--- config.mk ---
export PLATFORM = sky130hd
export DESIGN_NAME = traffic_phase_sequencer
export DESIGN_NICKNAME = d
export VERILOG_FILES = /design/src/rtl/traffic_pkg.sv /design/src/rtl/tick_gen.sv /design/src/rtl/traffic_phase_sequencer.sv
export SDC_FILE = /design/constraint.sdc
export NUM_CORES = 1
export LEC_CHECK = 0
export ABC_AREA = 1
export CAP_MARGIN = 40
export CORE_MARGIN = 2
export CORE_UTILIZATION = 50
export CTS_CLUSTER_SIZE = 28
export DETAILED_ROUTE_END_ITERATION = 7
export PLACE_DENSITY = 0.72
export SYNTH_ARGS = -nofsm -noshare
export SYNTH_HDL_FRONTEND = slang
export SYNTH_HIERARCHICAL = 1
export SYNTH_SLANG_ARGS = --single-unit
export TNS_END_PERCENT = 100
--- constraint.sdc ---
create_clock -name inClk -period 2 [get_ports inClk]
set_clock_uncertainty 0.1 [all_clocks]
set_input_delay 0.5 -clock inClk [delete_from_list [all_inputs] [get_ports inClk]]
set_output_delay 0.5 -clock inClk [all_outputs]
set_load 0.01 [all_outputs]
--- src/rtl/traffic_pkg.sv ---
// Shared encodings for the intersection phase sequencer: state codes,
// one-hot lamp patterns and the last-served requester flag.
package traffic_pkg;

    typedef enum logic [2:0] {
        StMainG   = 3'd0,
        StMainY   = 3'd1,
        StClrA    = 3'd2,
        StSideG   = 3'd3,
        StSideY   = 3'd4,
        StClrB    = 3'd5,
        StPedWalk = 3'd6
    } state_e;

    // {R,Y,G} one-hot lamp patterns
    localparam logic [2:0] Red = 3'b100;
    localparam logic [2:0] Yel = 3'b010;
    localparam logic [2:0] Grn = 3'b001;

    typedef enum logic {
        SrvSide = 1'b0,
        SrvPed  = 1'b1
    } srv_e;

endpackage

--- src/rtl/tick_gen.sv ---
// Divides inClk down to a one-cycle tick every TICK_DIV cycles; the first
// tick arrives TICK_DIV cycles after reset is released.
module tick_gen #(
    parameter int unsigned TICK_DIV = 5
) (
    input  logic inClk,
    input  logic reset,
    output logic tick
);

    localparam int unsigned CntW = (TICK_DIV > 1) ? $clog2(TICK_DIV) : 1;

    logic [CntW-1:0] cnt_q, cnt_d;

    always_comb begin
        tick  = (cnt_q == CntW'(TICK_DIV - 1));
        cnt_d = tick ? '0 : cnt_q + CntW'(1);
    end

    always_ff @(posedge inClk) begin
        if (reset) begin
            cnt_q <= '0;
        end else begin
            cnt_q <= cnt_d;
        end
    end

endmodule

--- src/rtl/traffic_phase_sequencer.sv ---
// Main-road-priority light sequencer: rests on main green, then serves the
// side road or the pedestrian crossing, alternating when both are waiting.
module traffic_phase_sequencer
    import traffic_pkg::*;
#(
    parameter int unsigned TICK_DIV     = 5,
    parameter int unsigned MIN_GREEN    = 20,
    parameter int unsigned YELLOW_T     = 4,
    parameter int unsigned CLEAR_T      = 2,
    parameter int unsigned SIDE_GREEN_T = 10,
    parameter int unsigned WALK_T       = 8
) (
    input  logic       inClk,
    input  logic       reset,
    input  logic       sideReq,
    input  logic       pedReq,
    output logic [2:0] mainLight,
    output logic [2:0] sideLight,
    output logic       walk,
    output logic       pedAck,
    output logic [2:0] phase
);

    logic tick;

    tick_gen #(
        .TICK_DIV(TICK_DIV)
    ) u_tick_gen (
        .inClk(inClk),
        .reset(reset),
        .tick (tick)
    );

    state_e     state_q, state_d;
    logic [7:0] timer_q, timer_d;
    logic       side_pend_q, side_pend_d;
    logic       ped_pend_q, ped_pend_d;
    srv_e       last_srv_q, last_srv_d;
    logic [2:0] main_light_q, main_light_d;
    logic [2:0] side_light_q, side_light_d;
    logic       walk_q, walk_d;
    logic       ped_ack_q, ped_ack_d;
    logic       expired;
    logic       entering;

    always_comb begin
        state_d      = state_q;
        timer_d      = timer_q;
        side_pend_d  = side_pend_q;
        ped_pend_d   = ped_pend_q;
        last_srv_d   = last_srv_q;
        main_light_d = Red;
        side_light_d = Red;
        expired      = tick && (timer_q == 8'd0);

        unique case (state_q)
            StMainG:   if (expired && (side_pend_q || ped_pend_q)) state_d = StMainY;
            StMainY:   if (expired) state_d = StClrA;
            StClrA: begin
                if (expired) begin
                    // On a tie, the requester not served last goes next
                    if (side_pend_q && ped_pend_q) begin
                        state_d = (last_srv_q == SrvPed) ? StSideG : StPedWalk;
                    end else if (side_pend_q) begin
                        state_d = StSideG;
                    end else if (ped_pend_q) begin
                        state_d = StPedWalk;
                    end else begin
                        state_d = StClrB;
                    end
                end
            end
            StSideG:   if (expired) state_d = StSideY;
            StSideY:   if (expired) state_d = StClrB;
            StPedWalk: if (expired) state_d = StClrB;
            StClrB:    if (expired) state_d = StMainG;
            default:   state_d = StMainG;
        endcase

        entering = (state_d != state_q);

        if (entering) begin
            unique case (state_d)
                StMainG:          timer_d = 8'(MIN_GREEN - 1);
                StMainY, StSideY: timer_d = 8'(YELLOW_T - 1);
                StClrA, StClrB:   timer_d = 8'(CLEAR_T - 1);
                StSideG:          timer_d = 8'(SIDE_GREEN_T - 1);
                StPedWalk:        timer_d = 8'(WALK_T - 1);
                default:          timer_d = 8'(MIN_GREEN - 1);
            endcase
        end else if (tick && (timer_q != 8'd0)) begin
            timer_d = timer_q - 8'd1;
        end

        if (sideReq && (state_q != StSideG) && (state_q != StSideY)) side_pend_d = 1'b1;
        if (pedReq && (state_q != StPedWalk)) ped_pend_d = 1'b1;
        // Entry into a service state clears its request even if re-asserted now
        if (entering && (state_d == StSideG)) begin
            side_pend_d = 1'b0;
            last_srv_d  = SrvSide;
        end
        if (entering && (state_d == StPedWalk)) begin
            ped_pend_d = 1'b0;
            last_srv_d = SrvPed;
        end

        if (state_d == StMainG) main_light_d = Grn;
        if (state_d == StMainY) main_light_d = Yel;
        if (state_d == StSideG) side_light_d = Grn;
        if (state_d == StSideY) side_light_d = Yel;
        walk_d    = (state_d == StPedWalk);
        ped_ack_d = entering && (state_d == StPedWalk);
    end

    always_ff @(posedge inClk) begin
        if (reset) begin
            state_q      <= StMainG;
            timer_q      <= 8'(MIN_GREEN - 1);
            side_pend_q  <= 1'b0;
            ped_pend_q   <= 1'b0;
            last_srv_q   <= SrvPed;
            main_light_q <= Grn;
            side_light_q <= Red;
            walk_q       <= 1'b0;
            ped_ack_q    <= 1'b0;
        end else begin
            state_q      <= state_d;
            timer_q      <= timer_d;
            side_pend_q  <= side_pend_d;
            ped_pend_q   <= ped_pend_d;
            last_srv_q   <= last_srv_d;
            main_light_q <= main_light_d;
            side_light_q <= side_light_d;
            walk_q       <= walk_d;
            ped_ack_q    <= ped_ack_d;
        end
    end

    assign mainLight = main_light_q;
    assign sideLight = side_light_q;
    assign walk      = walk_q;
    assign pedAck    = ped_ack_q;
    assign phase     = state_q;

endmodule

==> impl_metrics.ini <==
[synthesis]
yosys_warnings = 6
synth_seq_cells = 25
synth_top_area_share_pct = 34.5
syn_area_sq_um = 1450
syn-num-nets = 208
synth_sequential_area_ratio_pct = 34.5
syn_avg_cell_area_sq_um = 7.25
synth_cell_types = 27
synthTopCellsByArea = dfxtp_1 35%, nand2_1 12%, inv_1 6.7%, nand3_1 5.2%, nand4_1 4.3%
synth_top_area_cell = dfxtp_1
syn_inst = 200

[critical_path]
ff2ff_setup_slack_ns = 0.15
cp_max_fo = 5
crit_path_end_kind = primary output
cp_top_family = buffers and inverters
worstPathCellList = clkdlybuf4s50_1
reg2reg_depth = 13
reg2reg_from = timer_q[0]
worstPathRequired_ns = 1.40
worstSetupStartpointType = flop
critPathSlowestCell = clkdlybuf4s50_1
critPathArrivalTime_ns = 1.31
slowest_delay_ns = 0.57
worst-path-buf-inv = 1
worstSetupPathType = reg -> out
reg2reg_to = timer_q[4]

[routing]
wl_per_cell_um = 11.6
initialDrtViolationCount = 19
num_vias = 1273
ant_nets = 0
route.detailed.drc = 0
wl_um = 2900
detail_route.vias_per_cell = 5.09
first_pass_iters = 4

[clocking]
clockBufferDepth = 2
clk-insertion-delay-late_ns = 0.31
htree_levels = 1
clockRootBuffer = clkbuf_4
hold_buffers = 0
cts.clk_slew.worst_paths_ns = 0.13
cts_buffers = 3
cts_tree = built
clock_sinks = 25

[timing]
slew_viol_final = 0
hold_viol = 0
fin_hold_ws_ns = 0.324
max_freq_mhz = 523
period_needed_ns = 1.91
finalCritPeriodShare_pct = 95.6
worstMarginPinSlew_ns = 0.383
finalSetupViolCount = 0
rsz0062_at_grt = yes
fin_setup_tns_ns = 0
max_slew_margin_pct = 74.5

[power_and_ir_drop]
irDropWorstVdd_mv = 0.384
p_leak_uw = 0.000858
post-layout-total-power_uw = 828
p_per_area_nw_per_um2 = 486

[global_route]
grt_pass1_vias = 1185
overflow = 0
grt_max_degree = 15
antenna_found_initial = 0
grt_pass1_wl_um = 5010
grt_usage_pct = 19.1

[placed_design]
io_buffer_count = 14
gp_congestion = 0.862
post-dp-hpwl_um = 2290
dp.cells = 243

[finish]
nets = 228
fill_cells = 263
areaGrowthSynthToFinish_pct = 17.4
layout_common_cells = 47 x nand2_1, 23 x inv_1, 21 x dfxtp_1
drive_gt1_share_pct = 26.0
final_cells = 250
multi_input_area_sq_um = 803
n_antenna_cell = 0
layout_commonest_cell = nand2_1
regArea_sq_um = 510

[die]
io_pins = 15
core_area_sq_um = 2760
die_y_um = 57.9
start_util_pct = 52.6
die_w_um = 57.9
die-area_sq_um = 3350
placementRows = 19

[min_path]
holdPathEnd = u_tick_gen/cnt_q[0]
holdPathStages = 1
min_from = u_tick_gen/cnt_q[0]
hold_path_class = reg -> reg

[run_status]
status = complete, no violations

[flow_run]
drv_cap = 0
routing by layer:
metal / global-route usage (%) / vias up / share of wire, %
li1: - / 664 / -
met1: 25.6 / 580 / 47
met2: 32.0 / 25 / 48
met3: 2.68 / 4 / 3.7
met4: 5.98 / 0 / 0.90
met5: 0 / - / 0
sequential cells by signal, summed over array words and instances (netlist names):
name,count
phase,3
walk,1
mainLight,3
u_tick_gen/cnt_q,3
side_pend_q,1
last_srv_q,1
ped_pend_q,1
sideLight,3
timer_q,8
pedAck,1
cell type report:
| type | count | area share (%) |
|---|---|---|
| Tap cell | 31 | 2.28 |
| Inverter | 36 | 7.94 |
| Timing Repair Buffer | 19 | 11.0 |
| Sequential cell | 25 | 30.0 |
| Multi-Input combinational cell | 135 | 47.2 |
| Clock inverter | 1 | 0.294 |
| Clock buffer | 3 | 1.32 |
power by group:
part,switching [uW],internal (uW)
clock,143,74.7
sequential,12.4,510
combinational,51.5,35.9
kinds of logic after synthesis:
kind of cell / share of synthesized area, %
simple gates: 42.3
buf+inv: 10.6
flops: 34.5
compound gates: 5.52
xor+xnor: 3.62
fa+ha+maj: 3.45
synth_stat cells, drive strengths merged:
| library cell | instances |
|---|---|
| nor3 | 6 |
| nand3 | 16 |
| nand2 | 60 |
| nand4 | 10 |
| o211ai | 1 |
| xnor2 | 3 |
| a21oi | 8 |
| inv | 36 |
| dfxtp | 25 |
| buf | 3 |
| o21ai | 2 |
| clkbuf | 1 |
| nor2 | 22 |
| ha | 4 |
| xor2 | 3 |
what timing repair did:
action,in CTS,in global routing
pin swaps,0,2
buffers inserted,0,3
setup endpoints to repair,2,13
resized for setup,2,9
worst max path at each step:
stage | startpoint | to | slack, ns | cells past startpoint
finish | phase[0] | phase[0] | 0.09 | 1
CTS | u_tick_gen/cnt_q[0] | timer_q[2] | 0.01 | 12
detailed placement | u_tick_gen/cnt_q[0] | timer_q[4] | 0.03 | 12
global route | timer_q[0] | timer_q[4] | -0.002 | 15
floorplan | u_tick_gen/cnt_q[0] | timer_q[4] | 0.21 | 13
global placement | u_tick_gen/cnt_q[0] | timer_q[2] | 0.05 | 12
per-stage QoR:
step / instance area (sq um) / utilization [%] / setup slack, ns
finish: 1700 / 61.8 / 0.0886
global placement: 1630 / 58.9 / 0.0479
detailed placement: 1630 / 58.9 / 0.0284
CTS: 1660 / 60.0 / 0.00964
floorplan: 1450 / - / 0.211
global route: 1700 / 61.8 / -0.00177
(Power assumes the default switching activity.)
